## src/rtl/addsub_pkg.sv

```systemverilog
// Shared definitions for the pipelined adder/subtractor/accumulator:
// op encoding and the pipeline stage record carried between register stages.
package addsub_pkg;

    // Widest operand the pipeline supports; stage records are sized for it.
    localparam int MAX_WIDTH = 32;

    localparam logic [1:0] OP_ADD = 2'b00;
    localparam logic [1:0] OP_SUB = 2'b01;
    localparam logic [1:0] OP_ACC = 2'b10;
    localparam logic [1:0] OP_CLR = 2'b11;

    typedef struct packed {
        logic                 valid;
        logic [MAX_WIDTH:0]   res;
    } stage_t;

endpackage

```

## src/rtl/pipe_stage.sv

```systemverilog
// One register stage of the result pipeline. It advances only when enabled;
// the payload is kept when a bubble passes so the output holds its last value.
module pipe_stage
    import addsub_pkg::*;
(
    input  logic   clk,
    input  logic   rst,
    input  logic   en,
    input  stage_t d,
    output stage_t q
);

    stage_t data_q;
    stage_t data_d;

    always_comb begin
        // NOTE: every combinational output gets a default first so no path leaves it unassigned (no latch).
        data_d = data_q;
        if (en) begin
            data_d.valid = d.valid;
            if (d.valid) begin
                data_d.res = d.res;
            end
        end
    end

    // NOTE: state registers use non-blocking assignments so all flops update together at the edge.
    always_ff @(posedge clk) begin
        if (rst) begin
            data_q <= '0;
        end else begin
            data_q <= data_d;
        end
    end

    assign q = data_q;

endmodule

```

## src/rtl/addsub_pipe.sv

```systemverilog
// Pipelined unsigned add/subtract/accumulate with valid/ready on both sides.
// Stage 1 computes at acceptance; LATENCY-1 further register stages follow.
module addsub_pipe
    import addsub_pkg::*;
#(
    parameter int WIDTH   = 8,
    parameter int LATENCY = 2
) (
    input  logic             clk,
    input  logic             rst,
    input  logic             in_valid,
    output logic             in_ready,
    input  logic [1:0]       op,
    input  logic [WIDTH-1:0] a,
    input  logic [WIDTH-1:0] b,
    output logic             out_valid,
    input  logic             out_ready,
    output logic [WIDTH:0]   s,
    output logic             acc_ovf
);

    logic             stall;
    logic             advance;
    logic             accept;
    logic [WIDTH:0]   result;

    logic [WIDTH-1:0] acc_q;
    logic [WIDTH-1:0] acc_d;
    logic             acc_ovf_q;
    logic             acc_ovf_d;
    stage_t           stage1_q;
    stage_t           stage1_d;

    stage_t           chain [LATENCY];
    logic             unused_res_hi;

    // A stalled output freezes every stage, so no bubble is ever squeezed out.
    assign stall    = out_valid && !out_ready;
    assign advance  = !stall;
    assign in_ready = advance;
    assign accept   = in_valid && in_ready;

    always_comb begin
        result    = '0;
        acc_d     = acc_q;
        acc_ovf_d = acc_ovf_q;
        if (accept) begin
            case (op)
                OP_ADD: result = {1'b0, a} + {1'b0, b};
                OP_SUB: result = {1'b0, a} - {1'b0, b};
                OP_ACC: begin
                    result = {1'b0, acc_q} + {1'b0, a};
                    acc_d  = result[WIDTH-1:0];
                    if (result[WIDTH]) begin
                        acc_ovf_d = 1'b1;
                    end
                end
                default: begin
                    result    = '0;
                    acc_d     = '0;
                    acc_ovf_d = 1'b0;
                end
            endcase
        end
    end

    always_comb begin
        stage1_d = stage1_q;
        if (advance) begin
            stage1_d.valid = accept;
            if (accept) begin
                stage1_d.res            = '0;
                stage1_d.res[WIDTH:0]   = result;
            end
        end
    end

    // The accumulator updates at acceptance, so chained ACC ops see no hazard.
    always_ff @(posedge clk) begin
        if (rst) begin
            acc_q     <= '0;
            acc_ovf_q <= 1'b0;
            stage1_q  <= '0;
        end else begin
            acc_q     <= acc_d;
            acc_ovf_q <= acc_ovf_d;
            stage1_q  <= stage1_d;
        end
    end

    assign chain[0] = stage1_q;

    for (genvar i = 1; i < LATENCY; i++) begin : g_stage
        pipe_stage u_stage (
            .clk (clk),
            .rst (rst),
            .en  (advance),
            .d   (chain[i-1]),
            .q   (chain[i])
        );
    end

    assign out_valid     = chain[LATENCY-1].valid;
    assign s             = chain[LATENCY-1].res[WIDTH:0];
    assign acc_ovf       = acc_ovf_q;
    assign unused_res_hi = ^chain[LATENCY-1].res;

endmodule

```

## config.mk

```make
export PLATFORM = sky130hd
export DESIGN_NAME = addsub_pipe
export DESIGN_NICKNAME = d
export VERILOG_FILES = /design/src/rtl/addsub_pkg.sv /design/src/rtl/pipe_stage.sv /design/src/rtl/addsub_pipe.sv
export SDC_FILE = /design/constraint.sdc
export NUM_CORES = 1
export LEC_CHECK = 0
export CAP_MARGIN = 20
export CORE_ASPECT_RATIO = 0.7
export CORE_MARGIN = 1
export CORE_UTILIZATION = 50
export CTS_BUF_LIST = sky130_fd_sc_hd__clkbuf_8
export DETAILED_ROUTE_END_ITERATION = 10
export PLACE_DENSITY_LB_ADDON = 0.08
export SYNTH_ARGS = -nofsm -noshare
export SYNTH_HDL_FRONTEND = slang
export SYNTH_SLANG_ARGS = --single-unit
```

## constraint.sdc

```tcl
create_clock -name clk -period 2.6 [get_ports clk]
set_clock_uncertainty 0.05 [all_clocks]
set_input_delay 0.52 -clock clk [delete_from_list [all_inputs] [get_ports clk]]
set_output_delay 0.52 -clock clk [all_outputs]
set_load 0.05 [all_outputs]
```

==> out/qor.txt, run 1 <==
Residual DRC count: 0
Sink Count: 29
Worst Path Max Fanout: 2
Worst path max stage delay: 0.42 ns
Final instance area: 2725 µm²
Clk Latency, worst-skew pair: 0.28 ns
GRT overflow: 0
Drt via density: 5.499
Crit path from: a[0]
Final ANT Viol Nets: 0
RSZ-0062 raised after global routing: no
Largest net degree at the start of global routing: 25
Cells after Synth: 259
Initial antenna violation count: 0
DR iter-0 viols: 142
Final critical-path share of the clock period: 0.9517
Leakage: 1.166 nW
Post-synthesis register bit count: 29
Final wirelength: 5096 µm
Worst Setup Start Kind: input port
Distinct cells, synth: 47
Final #Nets: 351
Clk buf depth: 2
Worst vdd ir: 410.4 µV
Total track usage: 0.2527
Via count: 1996
Die Area: 4425 µm²
Status: complete, no violations
Final hold vios: 0
WP data required: 2.75 ns
Clock transition at path regs: 0.07 ns
Dominant cells by area after synthesis: dfxtp_1 28%, ha_1 10%, a21oi_1 7.2%
CTS Hold Buffers Added: 0
Placed cell count: 353
Worst-margin pin slew: 0.4922 ns
Crit path kind: in2reg
Number of I/O pins: 34
First-pass GRT wire length: 8487 µm
Final setup fails: 0
Crit path max-delay family: compound AO/OA/AOI/OAI gates
Fillers: 359
Layout cell share with drive strength beyond 1: 0.1897
Site row count: 19
Buffer and inverter count on the worst path: 1
Register area share after synthesis: 0.2792
Fmax: 404.1 MHz
Detailed-route wire length per cell: 14.04 µm
Critical Path AT: 2.62 ns
Core area: 3946 µm²
Placed instance area: 2604 µm²
EDFF count, synth: 0
CTS Buf Count: 5
Post-synthesis async set-or-reset flop share: 0
Chip Width: 79.08 µm
Max-Cap Viols: 0
Worst slew margin: 0.6709
Placer Congestion: 0.8513
Vias in the first global route: 1796
Port Buf Inserts: 33
H-tree Lvls: 2
Crit-path cells: clkdlybuf4s50_1 > ha_1 > fa_1 > a21o_1 > a21boi_1 > xnor2_1 > a2bb2oi_1 > a211oi_1
Ant diodes: 0
Mapped cell area: 2079 µm²
Share of the synthesized area in the top cell type: 0.2792
FF/Latch Area: 580.6 µm²
Area grow syn2layout: 31.05%
Slowest-stage cell, CP: clkdlybuf4s50_1
Hold Crit Start: g_stage[1].u_stage.q[7]
Net Count, Synth: 300
Crit Reg-Reg Startpoint: acc_q[0]
Drt pass-1 iters: 5
TritonCTS clock tree: yes
CP endpoint kind: flop
Final Max Slew Viols: 0
Yosys top cell by area: dfxtp_1
Power Dens Cells: 469.5 nW/µm²
Root buffer cell: clkbuf_8
Hpwl dp: 3884 µm
Area of the multi-input gates: 1383 µm²
Worst Hold Class: reg2reg
Fin Setup TNS: 0 ns
Main synth FF type: dfxtp_1
Die Y: 55.96 µm
Fin crit period: 2.474 ns
Syn_area_per_cell: 8.029 µm²
Initial core utilization: 0.5269
Final non-filler cell total: 363
Warnings from Yosys: 0
-- report_power, final --
part	leakage (nW)	switching, mW	internal, mW
Clock	0.0491	0.175	0.181
Sequential	0.237	0.0161	0.469
Combinational	0.880	0.223	0.216
-- area by class of cell --
class / instances / share of cell area
timing repair buffer: 67 / 0.2144
clock inverter: 3 / 0.005051
clock buffer: 5 / 0.02525
inverter: 8 / 0.01102
multi-input combinational: 199 / 0.5073
tap: 52 / 0.02388
sequential: 29 / 0.2130
-- synthesized netlist by cell type, types with 5 or more instances --
master,count
a211oi_1,5
a21o_1,5
a21oi_1,30
buf_4,11
clkbuf_1,7
dfxtp_1,29
ha_1,17
inv_1,8
nand2_1,21
nand3_1,14
nand3b_1,5
nor2_1,26
nor3b_1,7
o21ai_0,10
xnor2_1,14
-- registers in the layout, indices dropped and copies added (netlist names) --
| signal | flops |
|---|---|
| acc_ovf | 1 |
| g_stage.u_stage.q | 10 |
| acc_q | 8 |
| chain | 10 |
-- layout by cell type, fill, tap and decap left out, types with 2 or more instances in the layout --
cell type / count
nor3b_1: 6
clkbuf_8: 5
and3_1: 2
inv_1: 9
nand2b_1: 3
a21oi_1: 30
o21ai_0: 9
nand3_1: 14
dlygate4sd2_1: 2
clkbuf_2: 3
o211ai_1: 3
nand3b_1: 5
nand2_1: 21
clkdlybuf4s50_1: 25
nor2b_1: 3
nor3_1: 3
dfxtp_1: 29
nor4b_1: 2
clkinv_2: 2
a21o_1: 5
xnor2_1: 13
a211oi_1: 5
o21bai_1: 2
ha_1: 16
a311oi_1: 2
nor2_1: 26
buf_4: 33
-- stage by stage --
| stage | power (mW) | worst slack (ns) | util | hold slack (ns) |
|---|---|---|---|---|
| 2_1_floorplan | 0.7677 | 0.009817 | - | 0.3867 |
| 3_3_place_gp | 0.9130 | -0.5259 | 0.6598 | 0.3952 |
| 3_5_place_dp | 0.9185 | -0.5846 | 0.6598 | 0.3970 |
| 4_1_cts | 1.277 | 0.02487 | 0.6890 | 0.4057 |
| 5_1_grt | 1.355 | 0.006408 | 0.6906 | 0.4247 |
| 6_report | 1.279 | 0.1256 | 0.6906 | 0.4024 |
-- path summary, 6_finish.rpt --
kind / end / slack [ns] / depth (start not counted)
worst max-delay path: chain[40] / 0.13 / 8
worst min-delay path: g_stage[1].u_stage.q[7] / 0.40 / 2
worst max register to register: chain[40] / 0.51 / 7
worst min register to register: g_stage[1].u_stage.q[7] / 0.40 / 2
-- timing repair --
item	CTS	global route
pin swaps	7	9
endpoints found under the setup margin	7	5
resized for setup	12	11
cloned	0	0
buffers inserted	2	0
-- worst reg2reg max path, cell delays in order (launching register included) --
cell       delay [ns]
dfxtp_1          0.31
ha_1             0.21
fa_1             0.42
a21o_1           0.21
a21boi_1         0.28
xnor2_1          0.21
a2bb2oi_1        0.10
a211oi_1         0.21
-- metal layers --
| metal | vias to the layer above | global-route usage | part of all wire |
|---|---|---|---|
| met2 | 49 | 0.3781 | 0.43 |
| met3 | 8 | 0.05738 | 0.060 |
| met1 | 928 | 0.3585 | 0.50 |
| li1 | 1011 | - | - |
| met4 | 0 | 0.08052 | 0.011 |
| met5 | - | 0 | 0 |
-- logic make-up (layout without fill, tap and decap cells) --
| kind of cell | Yosys count | in the layout | share of synthesized area |
|---|---|---|---|
| compound gates | 68 | 68 | 0.2142 |
| xor+xnor | 15 | 15 | 0.06318 |
| buf+inv | 31 | 83 | 0.07822 |
| mux | 2 | 2 | 0.01023 |
| simple gates | 95 | 95 | 0.2335 |
| flops | 29 | 29 | 0.2792 |
| fa+ha+maj | 19 | 19 | 0.1215 |
No activity file was read; power rests on OpenSTA's default activity.
==> inputs of run 2 (changes only) <==
Settings changed: RECOVER_POWER set to 50, SETUP_SLACK_MARGIN set to 0.1.
==> run 2 against run 1 <==
Against the previous run:
- combinational power rose by 6.4%
- sequential share of layout area fell by 0.94 points
- flip-flop and latch count unchanged
- first-iteration DRC count is 41% lower
- critical path type is now in2out
- critical endpoint is now in_ready
- largest power group unchanged
- highest routed layer is now met3
==> out/qor.txt, run 2 (synthesized netlist as in run 1, its figures left out) <==
Worst slew margin: 0.5465
Crit path max-delay family: buffers and inverters
Vias in the first global route: 1793
Power Dens Cells: 458.3 nW/µm²
Area of the multi-input gates: 1448 µm²
Drt pass-1 iters: 4
Hpwl dp: 3942 µm
Worst vdd ir: 386.4 µV
Core area: 3946 µm²
Most frequent cells in the layout: 37 x buf_4, 29 x a21oi_1, 29 x dfxtp_1
Number of I/O pins: 34
DR iter-0 viols: 84
CTS Hold Buffers Added: 0
Die Y: 55.96 µm
H-tree Lvls: 2
Commonest non-fill, non-tap cell in the layout: buf_4
Layout cell share with drive strength beyond 1: 0.2468
Fillers: 333
Sink Count: 29
Final wirelength: 5236 µm
Placer Congestion: 0.8746
Worst path max stage delay: 0.53 ns
Final ANT Viol Nets: 0
Final #Nets: 357
Drt via density: 5.451
Root buffer cell: clkbuf_8
CP endpoint kind: primary output
Initial antenna violation count: 0
Site row count: 19
First-pass GRT wire length: 8480 µm
Chip Width: 79.08 µm
Buffer and inverter count on the worst path: 3
Worst Setup Start Kind: input port
Final Max Slew Viols: 0
TritonCTS clock tree: yes
Max-Cap Viols: 0
Fin Setup TNS: 0 ns
RSZ-0062 raised after global routing: yes
Leakage: 1.238 nW
Initial core utilization: 0.5269
Fin crit period: 2.461 ns
Final critical-path share of the clock period: 0.9464
Die Area: 4425 µm²
Slowest-stage cell, CP: clkbuf_1
Final hold vios: 0
Residual DRC count: 0
Via count: 2006
Worst-margin pin slew: 0.6802 ns
Worst hold margin: 0.3976 ns
Clk buf depth: 2
Ant diodes: 0
Crit path kind: in2out
GRT overflow: 0
Area grow syn2layout: 37.06%
Final setup fails: 0
Clk Latency, worst-skew pair: 0.27 ns
Critical Path AT: 1.89 ns
Worst Hold Class: reg2reg
Clock transition at path regs: 0.06 ns
Detailed-route wire length per cell: 14.23 µm
Status: complete, no violations
FF/Latch Area: 580.6 µm²
Port Buf Inserts: 33
WP data required: 2.03 ns
CTS Buf Count: 5
Crit-path cells: dlygate4sd3_1 > nand2b_1 > clkbuf_1 > buf_12
Largest net degree at the start of global routing: 22
Total track usage: 0.2469
Worst Path Max Fanout: 14
Fmax: 406.4 MHz
Total Power: 1.306 mW
[run 2: cell count changes in the layout (fill, tap and decap cells not counted), sizes merged]
cell,delta
dlymetal6s2s,+1
clkbuf,+3
clkinv,-2
dlygate4sd2,-2
clkdlybuf4s15,-1
clkdlybuf4s50,-10
buf,+7
dlygate4sd3,+9
[run 2: report_power, final]
group | switching (mW) | leakage, nW | internal (mW)
Clock | 0.149 | 0.0485 | 0.205
Sequential | 0.0155 | 0.237 | 0.469
Combinational | 0.238 | 0.953 | 0.229
[run 2: area by class of cell]
class                           count  area share
Clock inverter                      1    0.001317
Clock buffer                        6     0.02897
Inverter                            8     0.01229
Multi-Input combinational cell    199      0.5079
Sequential cell                    29      0.2037
Timing Repair Buffer               73      0.2230
Tap cell                           52     0.02283
[run 2: worst paths after layout]
check	start	endpoint	slack (ns)	cells past startpoint
setup / recovery	out_ready	in_ready	0.14	4
hold / removal	g_stage[1].u_stage.q[2]	g_stage[1].u_stage.q[2]	0.40	2
setup reg to reg	acc_q[0]	chain[38]	0.63	8
hold reg to reg	g_stage[1].u_stage.q[2]	g_stage[1].u_stage.q[2]	0.40	2
[run 2: metrics by stage]
| stage | utilization | setup WS (ns) | cells | cell area (µm²) |
|---|---|---|---|---|
| global route | 0.7223 | 0.06659 | 368 | 2850 |
| global placement | 0.6693 | -0.5413 | 358 | 2641 |
| detailed placement | 0.6693 | -0.5890 | 358 | 2641 |
| finish | 0.7223 | 0.1394 | 368 | 2850 |
| CTS | 0.7051 | 0.1078 | 367 | 2783 |
| floorplan | - | 0.04599 | 259 | 2102 |
[run 2: worst min-delay path: stages (launching register included)]
cell,delay [ns]
dfxtp_1,0.30
nand2_1,0.05
a21oi_1,0.05
[run 2: routing by layer]
| metal | GRT usage | up-vias | part of all wire |
|---|---|---|---|
| met5 | 0 | - | 0 |
| met4 | 0.03117 | 0 | 0 |
| met3 | 0.05574 | 0 | 0.046 |
| met2 | 0.3596 | 46 | 0.44 |
| met1 | 0.3776 | 938 | 0.51 |
| li1 | - | 1022 | - |
[run 2: repair_timing]
| action | 4_1_cts | 5_1_grt |
|---|---|---|
| buffers inserted | 2 | 1 |
| setup endpoints to repair | 7 | 7 |
| resized for setup | 24 | 29 |
| pin swaps | 11 | 14 |
